`src/rtl/register_file_write_arbiter_pkg.sv`:
```
// Shared constants for the register-file write arbiter.
//   NUM_SRC  number of write sources (mux select codes 0..NUM_SRC-1)
//   SEL_W    width of the data-mux select / source index
//   ADDR_W   register-file address width
//   IDLE/WRITE  arbiter state encodings
package register_file_write_arbiter_pkg;

    localparam int unsigned NUM_SRC = 6;
    localparam int unsigned SEL_W   = 3;
    localparam int unsigned ADDR_W  = 4;

    localparam logic [0:0] IDLE  = 1'b0;
    localparam logic [0:0] WRITE = 1'b1;

    // Last-granted value after reset, so source 0 is searched first.
    localparam logic [SEL_W-1:0] LAST_RST = SEL_W'(NUM_SRC - 1);

endpackage

```
`src/rtl/register_file_write_arbiter_rr_pick6.sv`:
```
// Round-robin picker over six requesters (purely combinational).
//   Req[5:0]   request vector, bit i = source i
//   Last[2:0]  most recently granted source (0..5)
//   Valid      at least one request present
//   Idx[2:0]   first requesting source after Last, wrapping modulo 6
module rr_pick6
    import register_file_write_arbiter_pkg::*;
(
    input  logic [NUM_SRC-1:0] Req,
    input  logic [SEL_W-1:0]   Last,
    output logic               Valid,
    output logic [SEL_W-1:0]   Idx
);

    // Out-of-range Last is treated as the reset value so Idx stays in 0..5.
    logic [SEL_W-1:0] last_c;
    assign last_c = (Last > LAST_RST) ? LAST_RST : Last;

    // Search offsets 1..6 from Last; the first hit wins.
    always_comb begin
        logic [SEL_W:0] cand;
        Valid = 1'b0;
        Idx   = '0;
        cand  = '0;
        for (int unsigned k = 1; k <= NUM_SRC; k++) begin
            cand = {1'b0, last_c} + (SEL_W+1)'(k);
            if (cand >= (SEL_W+1)'(NUM_SRC)) begin
                cand = cand - (SEL_W+1)'(NUM_SRC);
            end
            if (!Valid && Req[SEL_W'(cand)]) begin
                Valid = 1'b1;
                Idx   = SEL_W'(cand);
            end
        end
    end

endmodule

```
`src/rtl/register_file_write_arbiter.sv`:
```
// Arbitrates six write sources onto one register-file write port.
// IDLE picks a requester round-robin and captures its address; WRITE
// issues the write (and the requester's Ack) on the first unstalled cycle.
//   CLK, Reset   clock (rising edge), async active-high reset
//   Req[5:0]     per-source write request
//   Addr[23:0]   per-source destination, Addr[4i+3:4i] for source i
//   Stall        register file busy, suppresses the write
//   RFWD[2:0]    data-mux select (registered)
//   RFWrite      register-file write enable (combinational)
//   RFWAddr[3:0] register-file write address (registered)
//   Ack[5:0]     one-hot write-complete strobe (combinational)
//   Busy         state is WRITE (registered)
module register_file_write_arbiter
    import register_file_write_arbiter_pkg::*;
(
    input  logic                      CLK,
    input  logic                      Reset,
    input  logic [NUM_SRC-1:0]        Req,
    input  logic [NUM_SRC*ADDR_W-1:0] Addr,
    input  logic                      Stall,
    output logic [SEL_W-1:0]          RFWD,
    output logic                      RFWrite,
    output logic [ADDR_W-1:0]         RFWAddr,
    output logic [NUM_SRC-1:0]        Ack,
    output logic                      Busy
);

    logic [0:0]        state;
    logic [0:0]        state_nxt;
    logic [SEL_W-1:0]  last;
    logic [SEL_W-1:0]  last_nxt;
    logic [SEL_W-1:0]  rfwd_nxt;
    logic [ADDR_W-1:0] rfwaddr_nxt;
    logic              pick_valid;
    logic [SEL_W-1:0]  pick_idx;
    logic              write_go;

    rr_pick6 u_pick (
        .Req   (Req),
        .Last  (last),
        .Valid (pick_valid),
        .Idx   (pick_idx)
    );

    // State and datapath registers.
    always_ff @(posedge CLK or posedge Reset) begin
        if (Reset) begin
            state   <= IDLE;
            RFWD    <= '0;
            RFWAddr <= '0;
            last    <= LAST_RST;
        end else begin
            state   <= state_nxt;
            RFWD    <= rfwd_nxt;
            RFWAddr <= rfwaddr_nxt;
            last    <= last_nxt;
        end
    end

    // Next-state: arbitrate only in IDLE; a grant holds until written.
    always_comb begin
        state_nxt   = state;
        rfwd_nxt    = RFWD;
        rfwaddr_nxt = RFWAddr;
        last_nxt    = last;
        case (state)
            IDLE: begin
                if (pick_valid) begin
                    state_nxt   = WRITE;
                    rfwd_nxt    = pick_idx;
                    rfwaddr_nxt = Addr[pick_idx*ADDR_W +: ADDR_W];
                end
            end
            WRITE: begin
                if (!Stall) begin
                    state_nxt = IDLE;
                    last_nxt  = RFWD;
                end
            end
            default: begin
                state_nxt = IDLE;
            end
        endcase
    end

    // Reset also gates the write so an in-flight write aborts at once.
    assign write_go = (state == WRITE) && !Stall && !Reset;
    assign RFWrite  = write_go;
    assign Busy     = (state == WRITE);

    // Ack mirrors RFWrite on the granted source only.
    always_comb begin
        Ack = '0;
        if (write_go) begin
            Ack[RFWD] = 1'b1;
        end
    end

endmodule

```
`config.mk`:
```
export PLATFORM = sky130hd
export DESIGN_NAME = register_file_write_arbiter
export DESIGN_NICKNAME = d
export VERILOG_FILES = /design/src/rtl/register_file_write_arbiter_pkg.sv /design/src/rtl/register_file_write_arbiter_rr_pick6.sv /design/src/rtl/register_file_write_arbiter.sv
export SDC_FILE = /design/constraint.sdc
export NUM_CORES = 1
export LEC_CHECK = 0
export ABC_AREA = 1
export CAP_MARGIN = 20
export CORE_UTILIZATION = 48
export DETAILED_ROUTE_END_ITERATION = 6
export GPL_ROUTABILITY_DRIVEN = 0
export PLACE_DENSITY_LB_ADDON = 0.08
export SLEW_MARGIN = 15
export SYNTH_ARGS = -nofsm -noshare
export SYNTH_HDL_FRONTEND = slang
export SYNTH_SLANG_ARGS = --single-unit
```
`constraint.sdc`:
```
create_clock -name CLK -period 4.4 [get_ports CLK]
set_clock_uncertainty 0.15 [all_clocks]
set_input_delay 0.88 -clock CLK [delete_from_list [all_inputs] [get_ports CLK]]
set_output_delay 0.88 -clock CLK [all_outputs]
set_load 0.005 [all_outputs]
```
==> flow_metrics.py <==
metrics = {
    "routing": {
        "routed-via-count": 1856,
        "drt_pass1_iterations": 4,
        "drtIter0Drc": 111,
        "ant_nets": 0,
        "detail_route.wl_per_cell_um": 10.4,
        "drc": 0,
        "via_per_inst": 5.00,
        "wirelength_mm": 3.87,
    },
    "logic_synthesis": {
        "syn_area_mm2": 0.00166,
        "synthDominantCellAreaShare_pct": 21.3,
        "synthMostInstantiatedCell": "nand2_1",
        "synth_top_family_by_area": "simple AND/OR/NAND/NOR gates",
        "synthMuxAreaShare_pct": 0,
        "syn_avg_cell_area_um2": 5.92,
        "yosysTopAreaCell": "nand2_1",
        "synthCells": 280,
        "yosys.cell_types.count": 33,
        "synthAdderAreaFrac_pct": 4.53,
        "synth-async-reset-ratio_pct": 100,
        "synth_compound_area_share_pct": 8.08,
        "synth_top_cells_by_area": "nand2_1, dfrtp_1, nand3_1, inv_1, ha_1",
        "yosys.area_share.xor_xnor_pct": 1.66,
        "synth_commonest_cells": "nand2_1, inv_1, nand3_1",
        "synth_ff_type": "dfrtp_1",
        "synth-edff-count": 0,
        "syn-num-nets": 319,
        "seq_area_frac_synth_pct": 16.8,
        "synth_seq_cells": 11,
        "synthSimpleGateAreaFrac_pct": 53.7,
        "yosys_warnings": 0,
    },
    "cells_and_area": {
        "final_nets": 367,
        "drive_above_1_share_pct": 12.2,
        "fill_cells": 309,
        "antenna_cells": 0,
        "syn_to_final_growth_pct": 30.8,
    },
    "timing": {
        "setup_violations": 0,
        "rsz0062_at_grt": "false",
        "finalHoldViolCount": 0,
        "fin_crit_sh_pct": 84.0,
        "finalWorstPathRequiredPeriod_ps": 3690,
        "final_max_slew_viol_count": 0,
        "worstMarginPinSlew_ps": 424,
        "maxSlewHeadroom_pct": 71.6,
        "fmax_mhz": 271,
        "tns_ps": 0,
    },
    "floorplanning": {
        "start_util_pct": 52.5,
        "core_mm2": 0.00315,
        "fp.dieArea_mm2": 0.00369,
        "rows": 20,
        "die_w_um": 60.7,
        "ios": 48,
        "fp.dieH_um": 60.7,
    },
    "global_route": {
        "antenna_found_initial": 0,
        "grt_max_degree": 21,
        "grt_pass1_vias": 1522,
        "grt_pass1_wl_mm": 6.49,
        "overflow": 0,
        "track_usage_pct": 22.9,
    },
    "place": {
        "dpl.hpwl_mm": 3.19,
        "io_buffer_count": 47,
    },
    "clocking": {
        "clock_path_buffers": 2,
        "tritoncts": "built",
        "cts.sinks": 11,
        "clkLatencyLatePin_ps": 250,
        "cts_made_buffers": 3,
        "cts_max_level": 1,
        "post_cts_buffers": 0,
        "root_buffer": "clkbuf_4",
        "ctsHoldBuffers": 0,
        "postCtsResizedCells": 0,
        "path_clk_slew_ps": 60,
    },
    "outcome": {
        "outcome": "finished clean",
    },
    "worst_setup_path": {
        "criticalPathCategory": "in -> out",
        "critPathCaptureType": "output port",
        "r2r_slack_ps": 830,
        "path_cells": "clkdlybuf4s50_1 -> nor2_1 -> inv_1 -> nor2_1 -> inv_1 -> nor4_1 -> clkdlybuf4s50_1",
        "startpoint_type": "primary input",
        "crit_start": "Stall",
        "r2r_end": "RFWAddr[3]$_DFFE_PP0P_",
        "critPathMaxStageDelay_ps": 560,
        "r2r_cells": 23,
        "slowest_stage": "clkdlybuf4s50_1",
        "cp.arrival_ps": 2660,
        "crit_fanout": 8,
        "required_ps": 3370,
        "reg2reg_from": "last[2]$_DFFE_PP1P_",
        "endpoint": "Ack[0]",
    },
    "min_path": {
        "hp-class": "reg -> reg",
    },
    "flow_run": {
        "max-cap-violations": 0,
    },
}
[metal layers]
| layer | routed length, um | up-vias | track usage [%] |
|---|---|---|---|
| li1 | - | 996 | - |
| met5 | 0 | - | 0 |
| met4 | 10 | 0 | 5.19 |
| met3 | 195 | 2 | 2.35 |
| met1 | 2000 | 816 | 35.2 |
| met2 | 1670 | 42 | 34.4 |
[cell families after synthesis]
group           after synthesis
simple gates                182
buf+inv                      59
compound gates               21
flops                        11
fa+ha+maj                     6
xor+xnor                      1
[state kept, by name, indices dropped and copies added (netlist names)]
| name | flops |
|---|---|
| last | 3 |
| RFWAddr | 4 |
| RFWD | 3 |
| Busy | 1 |
[cell type report]
cell class,count,area (um2),share of cell area (%)
Timing Repair Buffer,47,470,21.7
Sequential cell,11,278,12.8
Clock buffer,4,26.3,1.21
Multi-Input combinational cell,210,1130,52.0
Inverter,55,211,9.76
Tap cell,44,55.1,2.54
[critical path: cells and delay by family]
family / cells / cell delay (ps)
buffers and inverters: 4 / 1130
AND/OR/NAND/NOR: 3 / 670
[stage by stage]
| step | utilization, % | cells | worst slack (ps) | instance area [um2] | hold slack [ps] |
|---|---|---|---|---|---|
| 2_1_floorplan | - | 280 | 1340 | 1660 | 322 |
| 3_3_place_gp | 67.9 | 367 | 787 | 2140 | 317 |
| 5_1_grt | 68.7 | 371 | 432 | 2170 | 355 |
| 6_report | 68.7 | 371 | 705 | 2170 | 326 |
| 4_1_cts | 68.7 | 371 | 697 | 2170 | 333 |
| 3_5_place_dp | 67.9 | 367 | 713 | 2140 | 318 |
[cell usage in the layout, fill, tap and decap left out, types with 2 or more instances in the layout]
cell type         n
nand2_2           5
clkbuf_4          3
dfrtp_1           9
o21ai_0           3
inv_2             9
nor4_1            6
nand2_1          94
nor2_2            2
nor2_1           15
nand3_1          36
clkdlybuf4s50_1  47
o21ai_2           4
o21ai_1           4
nand4_1           5
inv_4             2
inv_1            43
a21oi_2           2
nor3_1            2
nand3_2           3
nand3b_1          7
a21oi_1           5
ha_1              6
nand2_4           4
dfstp_2           2
[worst min path at each step]
stage / start / endpoint / slack [ps] / depth (start not counted)
finish: RFWAddr[0]$_DFFE_PP0P_ / RFWAddr[0]$_DFFE_PP0P_ / 330 / 2
global route: RFWAddr[2]$_DFFE_PP0P_ / RFWAddr[2]$_DFFE_PP0P_ / 350 / 2
CTS: RFWAddr[0]$_DFFE_PP0P_ / RFWAddr[0]$_DFFE_PP0P_ / 330 / 2
detailed placement: RFWAddr[0]$_DFFE_PP0P_ / RFWAddr[0]$_DFFE_PP0P_ / 320 / 2
global placement: RFWAddr[0]$_DFFE_PP0P_ / RFWAddr[0]$_DFFE_PP0P_ / 320 / 2
floorplan: RFWAddr[1]$_DFFE_PP0P_ / RFWAddr[1]$_DFFE_PP0P_ / 320 / 2
Power is not shown: default switching activity piles up to over one toggle a cycle in this logic, so the estimate is an artifact.
